### config.mk
export PLATFORM = sky130hd
export DESIGN_NAME = tmds_timing_gen
export DESIGN_NICKNAME = d
export VERILOG_FILES = /design/src/rtl/tmds_timing_pkg.sv /design/src/rtl/tmds_timing_gen_ade_pkt_counter.sv /design/src/rtl/tmds_timing_gen.sv
export SDC_FILE = /design/constraint.sdc
export NUM_CORES = 1
export LEC_CHECK = 0
export CELL_PAD_IN_SITES_DETAIL_PLACEMENT = 0
export CELL_PAD_IN_SITES_GLOBAL_PLACEMENT = 2
export CORE_MARGIN = 2
export CORE_UTILIZATION = 29
export CTS_CLUSTER_SIZE = 30
export DETAILED_ROUTE_END_ITERATION = 10
export PLACE_DENSITY_LB_ADDON = 0.1
export SLEW_MARGIN = 10
export SYNTH_ARGS = -nofsm -noshare
export SYNTH_HDL_FRONTEND = slang
export SYNTH_SLANG_ARGS = --single-unit
### constraint.sdc
create_clock -name fifo_clk -period 2.4 [get_ports fifo_clk]
set_input_delay 0.24 -clock fifo_clk [delete_from_list [all_inputs] [get_ports fifo_clk]]
set_output_delay 0.24 -clock fifo_clk [all_outputs]
set_load 0.05 [all_outputs]
### src/rtl/tmds_timing_pkg.sv
// Shared timing constants (1650x750 720p defaults) and a small range-decode helper
// for the TMDS timing generator.
package tmds_timing_pkg;

   localparam int DEF_H_TOTAL     = 1650;
   localparam int DEF_V_TOTAL     = 750;
   localparam int DEF_HS_START    = 110;
   localparam int DEF_HS_END      = 149;
   localparam int DEF_VS_START    = 0;
   localparam int DEF_VS_END      = 4;
   localparam int DEF_HA_START    = 221;
   localparam int DEF_HA_END      = 1499;
   localparam int DEF_VA_START    = 21;
   localparam int DEF_VA_END      = 739;
   localparam int DEF_ADE_LEN     = 32;
   localparam int DEF_ADE_A_START = 59;
   localparam int DEF_ADE_B_START = 93;
   localparam int DEF_ADE_PERIOD  = 15;
   localparam int DEF_ADE_LATCH   = 1502;
   localparam int DEF_CNT_W       = 11;
   localparam int DEF_NUM_W       = 4;

   // Signed int compare keeps a zero lower bound from becoming a constant-true unsigned test.
   function automatic logic in_range(input int value, input int lo, input int hi);
      return (value >= lo) && (value <= hi);
   endfunction

endpackage

### src/rtl/tmds_timing_gen_ade_pkt_counter.sv
// Audio data-enable packet counter: counts completed ADE_LEN-cycle packets and latches
// the (saturating) total into ade_num once per line, discarding any partial packet.
module ade_pkt_counter #(
   parameter int ADE_LEN = 32,
   parameter int NUM_W   = 4
) (
   input  logic             fifo_clk,
   input  logic             sys_rst,
   input  logic             en,
   input  logic             ade,
   input  logic             latch,
   output logic [NUM_W-1:0] ade_num
);

   localparam int CYC_W = ($clog2(ADE_LEN) > 5) ? $clog2(ADE_LEN) : 5;

   logic [CYC_W-1:0] cyc_cnt;
   logic [NUM_W-1:0] pkt_cnt;

   // Latch takes priority so a packet finishing on the latch cycle is dropped with the partial one.
   always_ff @(posedge fifo_clk) begin
      if (sys_rst) begin
         cyc_cnt <= '0;
         pkt_cnt <= '0;
         ade_num <= '0;
      end else if (en) begin
         if (latch) begin
            ade_num <= pkt_cnt;
            pkt_cnt <= '0;
            cyc_cnt <= '0;
         end else if (ade) begin
            if (cyc_cnt == CYC_W'(ADE_LEN - 1)) begin
               cyc_cnt <= '0;
               if (pkt_cnt != '1) begin
                  pkt_cnt <= pkt_cnt + 1'b1;
               end
            end else begin
               cyc_cnt <= cyc_cnt + 1'b1;
            end
         end
      end
   end

endmodule

### src/rtl/tmds_timing_gen.sv
// TMDS video/audio timing generator: raster counters plus registered sync, video and
// audio enables. Audio data-enable logic exists only when TMDS_TIMING_ADE_EN is defined.
module tmds_timing_gen
   import tmds_timing_pkg::*;
#(
   parameter int H_TOTAL     = DEF_H_TOTAL,
   parameter int V_TOTAL     = DEF_V_TOTAL,
   parameter int HS_START    = DEF_HS_START,
   parameter int HS_END      = DEF_HS_END,
   parameter int VS_START    = DEF_VS_START,
   parameter int VS_END      = DEF_VS_END,
   parameter int HA_START    = DEF_HA_START,
   parameter int HA_END      = DEF_HA_END,
   parameter int VA_START    = DEF_VA_START,
   parameter int VA_END      = DEF_VA_END,
   parameter int ADE_LEN     = DEF_ADE_LEN,
   parameter int ADE_A_START = DEF_ADE_A_START,
   parameter int ADE_B_START = DEF_ADE_B_START,
   parameter int ADE_PERIOD  = DEF_ADE_PERIOD,
   parameter int ADE_LATCH   = DEF_ADE_LATCH,
   parameter int CNT_W       = DEF_CNT_W,
   parameter int NUM_W       = DEF_NUM_W
) (
   input  logic             fifo_clk,
   input  logic             sys_rst,
   input  logic             en,
   output logic [CNT_W-1:0] hcnt,
   output logic [CNT_W-1:0] vcnt,
   output logic             hs,
   output logic             vs,
   output logic             vde,
   output logic             ade,
   output logic [NUM_W-1:0] ade_num,
   output logic             frame_start
);

   localparam logic [CNT_W-1:0] H_LAST = CNT_W'(H_TOTAL - 1);
   localparam logic [CNT_W-1:0] V_LAST = CNT_W'(V_TOTAL - 1);

   logic h_wrap;
   assign h_wrap = (hcnt == H_LAST);

   always_ff @(posedge fifo_clk) begin
      if (sys_rst) begin
         hcnt <= '0;
         vcnt <= '0;
      end else if (en) begin
         if (h_wrap) begin
            hcnt <= '0;
            vcnt <= (vcnt == V_LAST) ? '0 : vcnt + 1'b1;
         end else begin
            hcnt <= hcnt + 1'b1;
         end
      end
   end

   // Decodes look at the current counters, so every output trails its raster position by one cycle.
   always_ff @(posedge fifo_clk) begin
      if (sys_rst) begin
         hs          <= 1'b0;
         vs          <= 1'b0;
         vde         <= 1'b0;
         frame_start <= 1'b0;
      end else if (en) begin
         hs          <= in_range(int'(hcnt), HS_START, HS_END);
         vs          <= in_range(int'(vcnt), VS_START, VS_END);
         vde         <= in_range(int'(hcnt), HA_START, HA_END) &&
                        in_range(int'(vcnt), VA_START, VA_END);
         frame_start <= (hcnt == '0) && (vcnt == '0);
      end else begin
         frame_start <= 1'b0;
      end
   end

`ifdef TMDS_TIMING_ADE_EN
   localparam int PH_W = (ADE_PERIOD > 1) ? $clog2(ADE_PERIOD) : 1;
   localparam logic [PH_W-1:0] PH_LAST = PH_W'(ADE_PERIOD - 1);

   logic [PH_W-1:0] phase;
   logic            extra_line;

   // Phase restarts with each frame so the extra-window lines land at the same vcnt every frame.
   always_ff @(posedge fifo_clk) begin
      if (sys_rst) begin
         phase <= '0;
      end else if (en && h_wrap) begin
         if ((vcnt == V_LAST) || (phase == PH_LAST)) begin
            phase <= '0;
         end else begin
            phase <= phase + 1'b1;
         end
      end
   end

   assign extra_line = (phase == PH_LAST) || (vcnt == '0);

   always_ff @(posedge fifo_clk) begin
      if (sys_rst) begin
         ade <= 1'b0;
      end else if (en) begin
         ade <= in_range(int'(hcnt), ADE_A_START, ADE_A_START + ADE_LEN - 1) ||
                (extra_line && in_range(int'(hcnt), ADE_B_START, ADE_B_START + ADE_LEN - 1));
      end
   end

   ade_pkt_counter #(
      .ADE_LEN (ADE_LEN),
      .NUM_W   (NUM_W)
   ) u_ade_pkt_counter (
      .fifo_clk (fifo_clk),
      .sys_rst  (sys_rst),
      .en       (en),
      .ade      (ade),
      .latch    (hcnt == CNT_W'(ADE_LATCH)),
      .ade_num  (ade_num)
   );
`else
   localparam int ade_cfg_unused = ADE_LEN + ADE_A_START + ADE_B_START + ADE_PERIOD + ADE_LATCH;

   assign ade     = 1'b0;
   assign ade_num = '0;
`endif

endmodule

== Word-level counts from Yosys, hierarchy flattened ==
Index checks and enable logic that the tools add are counted.
Widths: inputs -> output; s select.
Operators by class
  div/mod/pow operators: 0
  order comparisons: 7
  reduce and logical (&&, ||, !) cells: 9
  add/sub/neg operators: 2
  shift operators: 0
  multiplexer cells: 2
  bitwise gates (word level): 1
  equality and inequality tests: 2
  multipliers: 0
Operators by type and width (number)
  $add 11x1->11 const B: 2
  $logic_not 11->1: 2
  $mux 11: 2
  $eq 11x10->1 const B: 1
  $eq 11x11->1 const B: 1
  $ge 11x5->1 const B: 1
  $ge 11x7->1 const B: 1
  $ge 11x8->1 const B: 1
  $le 11x10->1 const B: 1
  $le 11x11->1 const B: 1
  $le 11x3->1 const B: 1
  $le 11x8->1 const B: 1
  $logic_and 1x1->1: 5
  $reduce_and 2->1: 1
  $reduce_or 2->1: 1
  $not 1->1: 1
Word-level totals
  output and inout bits: 31
  latch bits: 0
  RAM bits: 0
  register bits: 26
  ROM bits: 0
  memories: 0
  input port bits: 3
  word-level logic and storage cells: 29

== Depth between registers and ports, before layout ==
  word-level depth: 3
  gate-level depth with buffers: 8
  gate-level depth less buffers: 7

== Least setup slack after synthesis ==
Ideal clock, no wire load.
  kind: reg2reg
  start: reg vcnt[0]
  end: reg vcnt[10]
  arrival: 2374 ps
  stages on the path, launching flop included: 6
  required time: 2284 ps
  path buffers: 0
  library setup time: 116 ps
  slack: -90 ps
  clock period less this slack: 2490 ps
  path through: dfxtp_1 ha_1 or4b_2 nor4_1 a21o_2 nor2_1
On the way
  longest elaborated chain between the ends: 2
  elaborated cells between the ends (all ways): 3
  those cells by class: 1 x add/sub; 1 x eq/ne; 1 x mux
RTL lines
  from (decl): RTL line tmds_timing_gen.sv:28  | output logic [CNT_W-1:0] vcnt,
  from (signal assigned): RTL line tmds_timing_gen.sv:50  | vcnt <= (vcnt == V_LAST) ? '0 : vcnt + 1'b1;
  $add 11x1->11 / $eq 11x10->1 (equally long branches): RTL line tmds_timing_gen.sv:50
  $mux 11 (*): RTL line tmds_timing_gen.sv:50
Mark *: on every way between the ends. The rest lies on a longest branch, timed or not.
A chain may end at the register's enable or synchronous reset.

== Worst setup path in the final report ==
  start: reg vcnt[1]
  end: reg vcnt[5]
The elaborated chain is that of the path after synthesis.

==> impl_metrics.yaml <==
status:
  outcome: "complete, no violations"
drt:
  route.detailed.drc: 0
  drt_wl_total_microns: 4070
  wl_met2_microns: 1680
  topRoutingLayerUsed: "met4"
  viasPerCell: 4.79
  vias: 1380
  dr.pass1.iters: 4
  initialDrtViolationCount: 99
  met3_length_microns: 170
  routedWlPerCell_microns: 14.1
  wl_met1_microns: 2180
  antenna_left: 0
global_routing:
  grt.overflow.total: 0
  track_usage_pct: 13.7
  grt_pass1_wl_microns: 6590
  first_global_vias: 1268
  grt_max_degree: 15
  antenna_found_initial: 0
logic_synthesis:
  yosys_register_bits: 26
  syn_inst: 193
  async_flop_share_pct: 0
  synth_mux_area_share_pct: 1.26
  synth_edf_count: 0
  seq_area_frac_synth_pct: 32.8
  synth_compound_area_share_pct: 9.31
  syn_area_sq_mm: 0.00159
  yosysWarnings: 0
  synth_fa_ha_area_share_pct: 5.52
  avgSynthCellArea_sq_um: 8.22
  synth_simple_gate_area_share_pct: 32.5
  yosys.cell_types.count: 45
  synthXorXnorAreaFrac_pct: 9.94
  synth_top_family_by_area: "simple AND/OR/NAND/NOR gates"
  yosys_most_used_dff: "dfxtp_1"
clock_tree:
  cts_buffer_depth: 2
  cts_made_buffers: 3
  cts_setup_buffers: 0
  cts_resized: 0
  clk_pin_slew_worst_paths_ns: 0.10
  clkSinkCount: 26
  ctsHoldBuffers: 0
  clockRootBuffer: "clkbuf_8"
  cts_tree: "done"
  cts_max_level: 1
  clkLatencyLatePin_ns: 0.28
timing:
  min_period_ns: 2.08
  drv_slew: 0
  finalSetupTns_ns: 0
  finalSetupViolations: 0
  worstMarginPinSlew_ns: 0.499
  relSlewSlack_pct: 66.7
  max_freq_mhz: 481
  clock_skew_ns: 0.00527
  hold_violations: 0
  rsz0062_at_grt: "no"
  min_period_over_period_pct: 86.7
pwr:
  peakVddDrop_mv: 0.206
  power_frac_comb_pct: 12.2
  switchingPower_uw: 232
  power_switching_share_pct: 27.3
  p_leak_nw: 0.724
  p_seq_share_pct: 52.8
  clkPwrFrac_pct: 35.1
  p_int_uw: 617
  pwr_density_cell_mw_per_mm2: 434
cells_and_area:
  layout_commonest_cell: "nor2_1"
  mostFrequentLayoutCells: "nor2_1 (32), clkdlybuf4s50_1 (28), dfxtp_1 (25)"
  final_util_pct: 37.6
  areaGrowthSynthToFinish_pct: 23.5
  antenna_cells: 0
  drive_above_1_share_pct: 9.17
  nNetsFinal: 229
  nFillCells: 586
setup_path:
  start_kind: "flop"
  worst-path-max-fanout: 8
  worstPathRequired_ns: 2.58
  critPathKind: "flop to flop"
  critPathCaptureType: "flop"
  reg2reg_depth: 7
  reg2reg_from: "vcnt[1]"
  reg2reg_to: "vcnt[5]"
  arrival_ns: 2.26
  worst-r2r-setup-slack_ns: 0.32
hold_path:
  hold_depth: 2
  hold_path_startpoint: "hs"
  hp-class: "flop to flop"
  hold_path_end: "hs"
floorplan:
  die_h_microns: 78.0
  die_x_microns: 78.0
  rows: 26
  core_area_sq_mm: 0.00520
  start_util_pct: 30.5
  ios: 34
  die-area_sq_mm: 0.00608
flow_run:
  drv_cap: 0
placement:
  dp_hpwl_microns: 3030
  place.gp.congestion: 0.848
  io_buffers: 28
[layer usage]
layer  up-vias  global-route usage, %
li1        711                      -
met3         4                   1.98
met5         -                      0
met4         0                   4.21
met1       633                   21.2
met2        32                   19.1
[critical path, stage by stage, from the launching register on]
cell and delay, ns:
dfxtp_1 0.37, inv_1 0.09, ha_1 0.18, or4b_2 0.59, nor4_1 0.28, buf_4 0.18, a21o_2 0.22, nor2_1 0.07
[stage by stage]
step | hold WS (ns) | instances | setup slack [ns] | total power [mW] | cell area [sq um]
2_1_floorplan | 0.405 | 197 | 0.105 | 0.543 | 1600
5_1_grt | 0.500 | 288 | 0.141 | 0.887 | 1960
6_report | 0.470 | 288 | 0.319 | 0.849 | 1960
4_1_cts | 0.474 | 288 | 0.280 | 0.867 | 1960
3_5_place_dp | 0.457 | 284 | 0.204 | 0.563 | 1900
3_3_place_gp | 0.446 | 284 | 0.227 | 0.562 | 1900
[logic make-up (layout without fill, tap and decap cells)]
group           Yosys count  count (layout)
buf+inv                  23              44
xor+xnor                 18              18
flops                    26              26
simple gates             93              93
compound gates           23              23
mux                       2               2
other cells               1               5
fa+ha+maj                 7               7
[synthesized netlist by cell type (2+ instances only)]
cell	instances	area [sq um]
or2_2	2	12.5
nand3b_1	4	30.0
a21oi_1	6	30.0
nand2_1	14	52.6
and3_1	2	12.5
nand2b_1	2	12.5
clkbuf_1	6	22.5
nor4_1	4	25.0
buf_4	7	52.6
o21ai_0	6	30.0
nor4_4	2	42.5
nand3_1	9	45.0
buf_2	2	10.0
or4_1	2	15.0
dfxtp_1	26	521
inv_1	6	22.5
a31oi_1	2	12.5
xnor2_1	4	35.0
xor2_1	14	123
mux2i_1	2	20.0
nor3_1	5	25.0
nand4_1	6	37.5
ha_1	7	87.6
nor2_1	32	120
[cell type report]
type                            instances  area, sq um  share of cell area, %
Clock buffer                            4         55.1                   2.81
Timing Repair Buffer                   34          325                   16.6
Sequential cell                        26          522                   26.6
Inverter                                6         22.5                   1.15
Multi-Input combinational cell        148          947                   48.3
Tap cell                               70         87.6                   4.47
[worst max-delay path by stage]
stage               startpoint       end  slack (ns)  cells past startpoint
floorplan              vcnt[1]  vcnt[10]        0.11                      6
detailed placement          en   vcnt[7]        0.20                      5
global placement            en   vcnt[3]        0.23                      5
CTS                    vcnt[1]   vcnt[5]        0.28                      7
finish                 vcnt[1]   vcnt[5]        0.32                      7
global route           vcnt[1]   vcnt[3]        0.14                      8
[sequential cells by signal (all words and copies together), names as in the netlist]
register,cells
hcnt,11
vcnt,11
frame_start,1
hs,1
vde,1
vs,1
[power groups by stage]
stage	Combinational, mW	Sequential (mW)	Clock, mW
3_3_place_gp	0.104	0.458	0
5_1_grt	0.111	0.450	0.326
4_1_cts	0.104	0.449	0.314
3_5_place_dp	0.104	0.459	0
2_1_floorplan	0.0699	0.473	0
6_report	0.103	0.448	0.298
Power figures use the tool's default switching activity.
